===== src/rtl/alu_n_seq.sv =====
// Registered N-bit ALU with valid/ready input handshake, persistent c/n/z/v flags
// and an iterative shift-add multiplier that completes WIDTH cycles after accept.
module alu_n_seq #(
  parameter int WIDTH = 8
) (
  input  logic             clk,
  input  logic             reset,
  input  logic             in_valid,
  output logic             in_ready,
  input  logic [WIDTH-1:0] a,
  input  logic [WIDTH-1:0] b,
  input  logic [3:0]       op,
  output logic [WIDTH-1:0] result,
  output logic             out_valid,
  output logic             c,
  output logic             n,
  output logic             z,
  output logic             v
);

  typedef enum logic [3:0] {
    OP_NOTA = 4'h0, OP_NOTB = 4'h1, OP_AND  = 4'h2, OP_OR   = 4'h3,
    OP_XOR  = 4'h4, OP_XNOR = 4'h5, OP_ADD  = 4'h6, OP_SUB  = 4'h7,
    OP_ADC  = 4'h8, OP_SBC  = 4'h9, OP_SHL  = 4'hA, OP_SHR  = 4'hB,
    OP_ASR  = 4'hC, OP_MUL  = 4'hD, OP_PASS = 4'hE, OP_RSVD = 4'hF
  } op_e;

  typedef enum logic {IDLE, MUL} state_e;

  localparam int MSB = WIDTH - 1;
  localparam int CW  = $clog2(WIDTH + 1);
  localparam logic [CW-1:0] LAST_STEP = CW'(WIDTH - 1);

  state_e state, state_d;

  logic             accept;
  logic             is_mul;
  logic [WIDTH-1:0] alu_res;
  logic             alu_c;
  logic             alu_v;
  logic [WIDTH-1:0] opb;
  logic             cin;
  logic [WIDTH:0]   sum;
  logic             carry_msb;

  logic [2*WIDTH-1:0] mcand;
  logic [2*WIDTH-1:0] acc;
  logic [2*WIDTH-1:0] acc_next;
  logic [WIDTH-1:0]   mplier;
  logic [CW-1:0]      cnt;

  assign in_ready = (state == IDLE);
  assign accept   = in_valid && in_ready;
  assign is_mul   = (op_e'(op) == OP_MUL);

  // One adder serves ADD/SUB/ADC/SBC; SUB-type ops invert B and take the carry-in.
  assign opb       = (op_e'(op) == OP_SUB || op_e'(op) == OP_SBC) ? ~b : b;
  assign cin       = (op_e'(op) == OP_SUB) ? 1'b1 :
                     (op_e'(op) == OP_ADC || op_e'(op) == OP_SBC) ? c : 1'b0;
  assign sum       = {1'b0, a} + {1'b0, opb} + {{WIDTH{1'b0}}, cin};
  assign carry_msb = a[MSB] ^ opb[MSB] ^ sum[MSB];

  // NOTE: every output of a combinational block gets a default first so no path leaves it unassigned and infers a latch.
  always_comb begin
    alu_res = '0;
    alu_c   = 1'b0;
    alu_v   = 1'b0;
    unique case (op_e'(op))
      OP_NOTA: alu_res = ~a;
      OP_NOTB: alu_res = ~b;
      OP_AND:  alu_res = a & b;
      OP_OR:   alu_res = a | b;
      OP_XOR:  alu_res = a ^ b;
      OP_XNOR: alu_res = ~(a ^ b);
      OP_ADD, OP_SUB, OP_ADC, OP_SBC: begin
        alu_res = sum[MSB:0];
        alu_c   = sum[WIDTH];
        alu_v   = carry_msb ^ sum[WIDTH];
      end
      OP_SHL: begin
        alu_res = {a[MSB-1:0], 1'b0};
        alu_c   = a[MSB];
      end
      OP_SHR: begin
        alu_res = {1'b0, a[MSB:1]};
        alu_c   = a[0];
      end
      OP_ASR: begin
        alu_res = {a[MSB], a[MSB:1]};
        alu_c   = a[0];
      end
      OP_PASS: alu_res = a;
      OP_MUL, OP_RSVD: alu_res = '0;
    endcase
  end

  assign acc_next = acc + (mplier[0] ? mcand : '0);

  always_comb begin
    state_d = state;
    unique case (state)
      IDLE: if (accept && is_mul) state_d = MUL;
      MUL:  if (cnt == LAST_STEP) state_d = IDLE;
    endcase
  end

  // NOTE: sequential state uses non-blocking assignments so every register samples pre-edge values.
  always_ff @(posedge clk or posedge reset) begin
    if (reset) state <= IDLE;
    else       state <= state_d;
  end

  always_ff @(posedge clk or posedge reset) begin
    if (reset) begin
      result    <= '0;
      c         <= 1'b0;
      n         <= 1'b0;
      z         <= 1'b0;
      v         <= 1'b0;
      out_valid <= 1'b0;
      mcand     <= '0;
      acc       <= '0;
      mplier    <= '0;
      cnt       <= '0;
    end else begin
      out_valid <= 1'b0;
      if (state == IDLE) begin
        if (accept && is_mul) begin
          mcand  <= {{WIDTH{1'b0}}, a};
          mplier <= b;
          acc    <= '0;
          cnt    <= '0;
        end else if (accept) begin
          result    <= alu_res;
          c         <= alu_c;
          n         <= alu_res[MSB];
          z         <= (alu_res == '0);
          v         <= alu_v;
          out_valid <= 1'b1;
        end
      end else begin
        acc    <= acc_next;
        mcand  <= mcand << 1;
        mplier <= mplier >> 1;
        cnt    <= cnt + CW'(1);
        if (cnt == LAST_STEP) begin
          result    <= acc_next[MSB:0];
          c         <= |acc_next[2*WIDTH-1:WIDTH];
          n         <= acc_next[MSB];
          z         <= (acc_next[MSB:0] == '0);
          v         <= 1'b0;
          out_valid <= 1'b1;
        end
      end
    end
  end

endmodule


===== config.mk =====
export PLATFORM = sky130hd
export DESIGN_NAME = alu_n_seq
export DESIGN_NICKNAME = d
export VERILOG_FILES = /design/src/rtl/alu_n_seq.sv
export SDC_FILE = /design/constraint.sdc
export NUM_CORES = 1
export LEC_CHECK = 0
export ABC_CLOCK_PERIOD_IN_PS = 5600
export CAP_MARGIN = 30
export CORE_ASPECT_RATIO = 0.9
export CORE_MARGIN = 8
export CORE_UTILIZATION = 50
export CTS_CLUSTER_DIAMETER = 200
export DETAILED_ROUTE_END_ITERATION = 10
export PLACE_DENSITY_LB_ADDON = 0.05
export SYNTH_ARGS = -nofsm -noshare
export SYNTH_HDL_FRONTEND = slang
export SYNTH_SLANG_ARGS = --single-unit

===== constraint.sdc =====
create_clock -name clk -period 5.6 [get_ports clk]
set_clock_uncertainty 0.15 [all_clocks]
set_input_delay 0.84 -clock clk [delete_from_list [all_inputs] [get_ports clk]]
set_output_delay 0.84 -clock clk [all_outputs]
set_load 0.005 [all_outputs]

-- Yosys cells after proc, flatten, opt, wreduce, memory -nomap -nowiden
Index checks and enable logic that the tools add are counted.
- output and inout port bits: 14
- bits of input ports: 23
- logic and storage cells: 99
- bits in registers: 58
- bitwise gates (word level): 10
- mux-type cells: 42
- $add $sub $neg: 4
- reductions and logical operators: 14
- equality and inequality tests: 18
- operators by type and width (operator ; number):
    8-bit one-hot mux with 12 select lines ; 1
    16-bit 2-to-1 mux ; 5
    8-bit 2-to-1 mux ; 7
    4-bit == test, second input constant ; 8
    1-bit 2-to-1 mux ; 25
    8-bit NOT ; 3
    4-bit by 3-bit == test with 1-bit output, second input constant ; 5
    16-bit adder ; 1
    8-bit logical NOT ; 2
    8-bit by 8-bit adder with 9-bit output ; 1
    9-bit by 1-bit adder with 9-bit output ; 1
    8-bit AND ; 1
    4-bit by 2-bit == test with 1-bit output, second input constant ; 2
    4-bit 2-to-1 mux ; 2
    8-bit bitwise OR ; 1
    8-bit OR reduction ; 1
    8-bit bitwise XOR ; 1
    4-bit by 1-bit adder with 4-bit output, second input constant ; 1
    4-bit by 1-bit == test with 1-bit output, second input constant ; 1
    4-bit logical NOT ; 1
    2-bit nonzero test ; 2
    2-bit OR reduction ; 2
    4-bit OR reduction ; 1
    1-bit one-hot mux with 3 select lines ; 1
    other kinds (8) ; 12

-- Depth between registers and ports, before layout
- depth in word-level cells: 11
- mapped depth: 16
- depth with buffers taken out: 14

-- Worst setup path after synthesis
No wires, ideal clock.
- path kind: input to register
- start point: in op[2]
- end point: reg c
- cell stages on the path: 16
- required time: 5.308 ns
- buffers on the path: 2
- data arrival time: 4.029 ns
- library setup time: 0.142 ns
- slack: 1.279 ns
- cells stage by stage: buf_4 nand2b_1 mux2i_1 buf_2 nand2_1 xnor2_1 fa_1 fa_1 a21o_1 a21oi_1 o21bai_1 a21oi_1 o21ai_1 a221o_1 o21ai_0 a41oi_1
- longest elaborated chain between the ends: 9
- elaborated cells between the ends (all ways): 24
- those cells by class: add/sub: 2; eq/ne: 9; mux: 7; reduce/logical: 6
- RTL lines (element ; line ; text):
    start: declaration ; 12 ; input logic [3:0] op,
    4-bit by 3-bit == test with 1-bit output (tied with other cells) ; 57, 58, 68 ;
    1-bit logical OR, on equally long branches ; 57, 59 ;
    8-bit 2-to-1 mux or 1-bit 2-to-1 mux (tied branches) ; 57, 59 ;
    8-bit by 8-bit adder with 9-bit output or 1-bit 2-to-1 mux (tied branches) ; 60, 58 ;
    9-bit by 1-bit adder with 9-bit output ; 60 ; assign sum = {1'b0, a} + {1'b0, opb} + {{WIDTH{1'b0}}, cin};
    1-bit one-hot mux with 3 select lines ; 68 ; unique case (op_e'(op))
    1-bit 2-to-1 mux ; 133 ; end else if (accept) begin
    1-bit 2-to-1 mux ; 128 ; if (accept && is_mul) begin
    1-bit 2-to-1 mux ; 127 ; if (state == IDLE) begin
    end signal: assignment ; 135 ; c <= alu_c;
    end signal: assignment ; 148 ; c <= |acc_next[2*WIDTH-1:WIDTH];
    end: declaration ; 15 ; output logic c,
Parallel ways exist; a longest one is shown, timed or not. The select of a mux whose other input is x is not followed.
A chain may end at the register's enable or synchronous reset.

-- Worst setup path after layout
Same ends and word-level chain as after synthesis.

==> flow_metrics.env <==
export IMPL_drtIter0Drc=283
export IMPL_hold_class="reg2reg"
export IMPL_r2r_start="mplier[0]$_DFFE_PP0P_"
export IMPL_path_cells="clkdlybuf4s50_1, nand2b_1, mux2i_1, nand2_1, xnor2_1, fa_1, fa_1, a21o_1, a21oi_1, o21bai_1, a21oi_1, o21ai_1, a221o_1, o21ai_0, a41oi_1"
export IMPL_max_slew_worst_pin_slew_ps=1000
export IMPL_cts_resized_gates=0
export IMPL_worstPathArrival_ps=4640
export IMPL_synth_edf_count=0
export IMPL_layout_cells_most_common="nand2_1"
export IMPL_cts_hold_fix_buffers=0
export IMPL_grt_max_degree=68
export IMPL_hold_violations=0
export IMPL_vias_per_cell=5.75
export IMPL_antenna_found_initial=0
export IMPL_path_class="in2reg"
export IMPL_maxCapViolCount=0
export IMPL_crit_buf_inv=1
export IMPL_switching_power_w=0.000784
export IMPL_p_leak_nw=2.39
export IMPL_ys_warn_count=0
export IMPL_cts_root_buffer="clkbuf_8"
export IMPL_syn_to_final_growth_pct=13.9
export IMPL_layout_cells_non_filler=714
export IMPL_drc=0
export IMPL_grt_pass1_wl_mm=21.0
export IMPL_clock_latency_ps=340
export IMPL_fin_crit_sh=0.820
export IMPL_switching_share=0.400
export IMPL_synth_seq_cells=57
export IMPL_critPathLaunchType="primary input"
export IMPL_clock_sinks=57
export IMPL_worstSetupEndpointType="flip-flop"
export IMPL_row_count=33
export IMPL_wirelength_mm=12.8
export IMPL_peakVddDrop_uv=177
export IMPL_h_tree_depth=3
export IMPL_worst_path_dominant_cell_family="compound AO/OA/AOI/OAI gates"
export IMPL_max_stage_delay_ps=470
export IMPL_crit_path_top_delay_cell="clkdlybuf4s50_1"
export IMPL_whs_ps=328
export IMPL_wl_per_cell_um=17.9
export IMPL_drtAntennaViolNets=0
export IMPL_die_area_um2=12700
export IMPL_utilization=0.584
export IMPL_power_frac_seq=0.358
export IMPL_synth_top_area_share=0.306
export IMPL_port_buffers=36
export IMPL_max_clock_path_buffers=2
export IMPL_fin_crit_ps=4590
export IMPL_power_frac_clock=0.223
export IMPL_num_io_pins=37
export IMPL_internal_power_w=0.00118
export IMPL_mappedNetlistArea_um2=4650
export IMPL_max_freq_mhz=218
export IMPL_grt_overflow=0
export IMPL_nets=652
export IMPL_yosys_area_top_type="dfrtp_1"
export IMPL_antennaDiodeCount=0
export IMPL_ys_flop_type="dfrtp_1"
export IMPL_cts_setup_buffers=0
export IMPL_syn_nets=628
export IMPL_track_usage=0.204
export IMPL_gp_congestion=0.914
export IMPL_status="completed"
export IMPL_finalSetupViolations=0
export IMPL_min_delay_start="result[4]$_DFFE_PP0P_"
export IMPL_synthTopCellsByArea="dfrtp_1, ha_1, nand2_1"
export IMPL_mostFrequentLayoutCells="nand2_1, dfrtp_1, o21ai_0, ha_1, clkdlybuf4s50_1"
export IMPL_netlist_instances=563
export IMPL_initial_utilization=0.512
export IMPL_layout_drive_gt1_share=0.0591
export IMPL_die_y_um=108
export IMPL_dp_cells=698
export IMPL_rsz0062_at_grt="no"
export IMPL_cts_clk_slew_worst_paths_ps=80
export IMPL_vias=4103
export IMPL_stdcell_area_um2=5300
export IMPL_cts_made_buffers=9
export IMPL_synth_area_per_cell_um2=8.27
export IMPL_cts_tree="built"
export IMPL_drv_slew=0
export IMPL_relSlewSlack=0.331
export IMPL_synth_cell_types=67
export IMPL_worstSetupStartpoint="op[2]"
export IMPL_detailed_place_hpwl_mm=9.28
export IMPL_dieWidth_um=118
export IMPL_coreArea_um2=9080
export IMPL_firstDrtPassIters=4
export IMPL_fin_tns_setup_ps=0
export IMPL_p_per_area_nw_per_um2=370
export IMPL_seq_area_frac_synth=0.306
export IMPL_dpl_cell_area_um2=5080
export IMPL_power_frac_comb=0.420
export IMPL_grt_pass1_vias=3933
export IMPL_async_reset_ff_frac=1.00
export IMPL_required_ps=5660
export IMPL_critPathMaxFanout=8
==> layer usage <==
layer | routed length (um) | GRT usage | share of wire
met1 | 6340 | 0.288 | 0.50
met2 | 5650 | 0.316 | 0.44
met3 | 644 | 0.0372 | 0.050
met4 | 133 | 0.0511 | 0.010
met5 | 0 | 0 | 0
==> area by class of cell <==
| type | count | area (um^2) |
|---|---|---|
| fillers | 871 | 3780 |
| clock inverters | 7 | 95.1 |
| well taps | 122 | 153 |
| repair buffers | 45 | 428 |
| flip-flops and latches | 57 | 1430 |
| clock buffers | 9 | 124 |
| multi-input cells | 445 | 2970 |
| inverters | 29 | 109 |
==> registers in the layout (all words and copies together), names as in the netlist <==
name	count
out_valid	1
cnt	4
v	1
acc	16
state	1
mplier	8
z	1
result	8
c	1
mcand	16
==> through the flow <==
| stage | total power, W | setup slack (ps) |
|---|---|---|
| 2_1_floorplan | 0.00123 | 1280 |
| 3_3_place_gp | 0.00151 | 814 |
| 3_5_place_dp | 0.00153 | 712 |
| 4_1_cts | 0.00197 | 1040 |
| 5_1_grt | 0.00211 | 825 |
| 6_report | 0.00196 | 1010 |
==> worst reg2reg max path, delay by kind of cell (launching register included) <==
family,cells,cell delay (ps)
adder cells (fa/ha/maj),2,650
XOR/XNOR,1,110
flip-flops,1,580
AND/OR/NAND/NOR,4,920
AO/OA/AOI/OAI,4,890
==> cell usage after synthesis (all sizes together), types with 4 or more instances <==
master   n
and2    19
xnor2   22
inv     29
a21oi   29
ha      39
nor4     4
nand3   11
a21o     5
a31oi    5
o21ai   51
nand2   98
nand2b   4
o22ai    5
xor2     7
a211oi   5
or3      6
mux2i   19
nor2b    5
o21a     7
o211ai   6
buf     14
dfrtp   57
o32ai    4
nor3    10
nor2    29
a22o     4
clkbuf  18
==> worst paths after layout <==
check                                              to  slack [ps]  depth (start not counted)
worst min register to register  result[4]$_DFFE_PP0P_         330                          2
max in group asynchronous             state$_DFF_PP0_        3900                          3
min in group asynchronous         acc[12]$_DFFE_PP0P_         870                          3
worst max-delay path                    c$_DFFE_PP0P_        1010                         15
worst min-delay path            result[4]$_DFFE_PP0P_         330                          2
worst max register to register          c$_DFFE_PP0P_        2180                         11
==> logic make-up after synthesis <==
kind of cell	share of synthesized area
and+or+nand+nor	0.199
DFF	0.306
adders and majority gates	0.118
xor gates and xnor gates	0.0546
buffers and inverters	0.0575
muxes	0.0433
AOI/OAI and AO/OA	0.222
==> power groups by stage <==
stage,registers [W],logic [W],clock network [W]
2_1_floorplan,0.000661,0.000573,0
3_3_place_gp,0.000701,0.000805,0
3_5_place_dp,0.000706,0.000821,0
4_1_cts,0.000701,0.000826,0.000445
5_1_grt,0.000723,0.000925,0.000460
6_report,0.000701,0.000823,0.000436
Note: power is estimated with default switching activity, not from simulation.
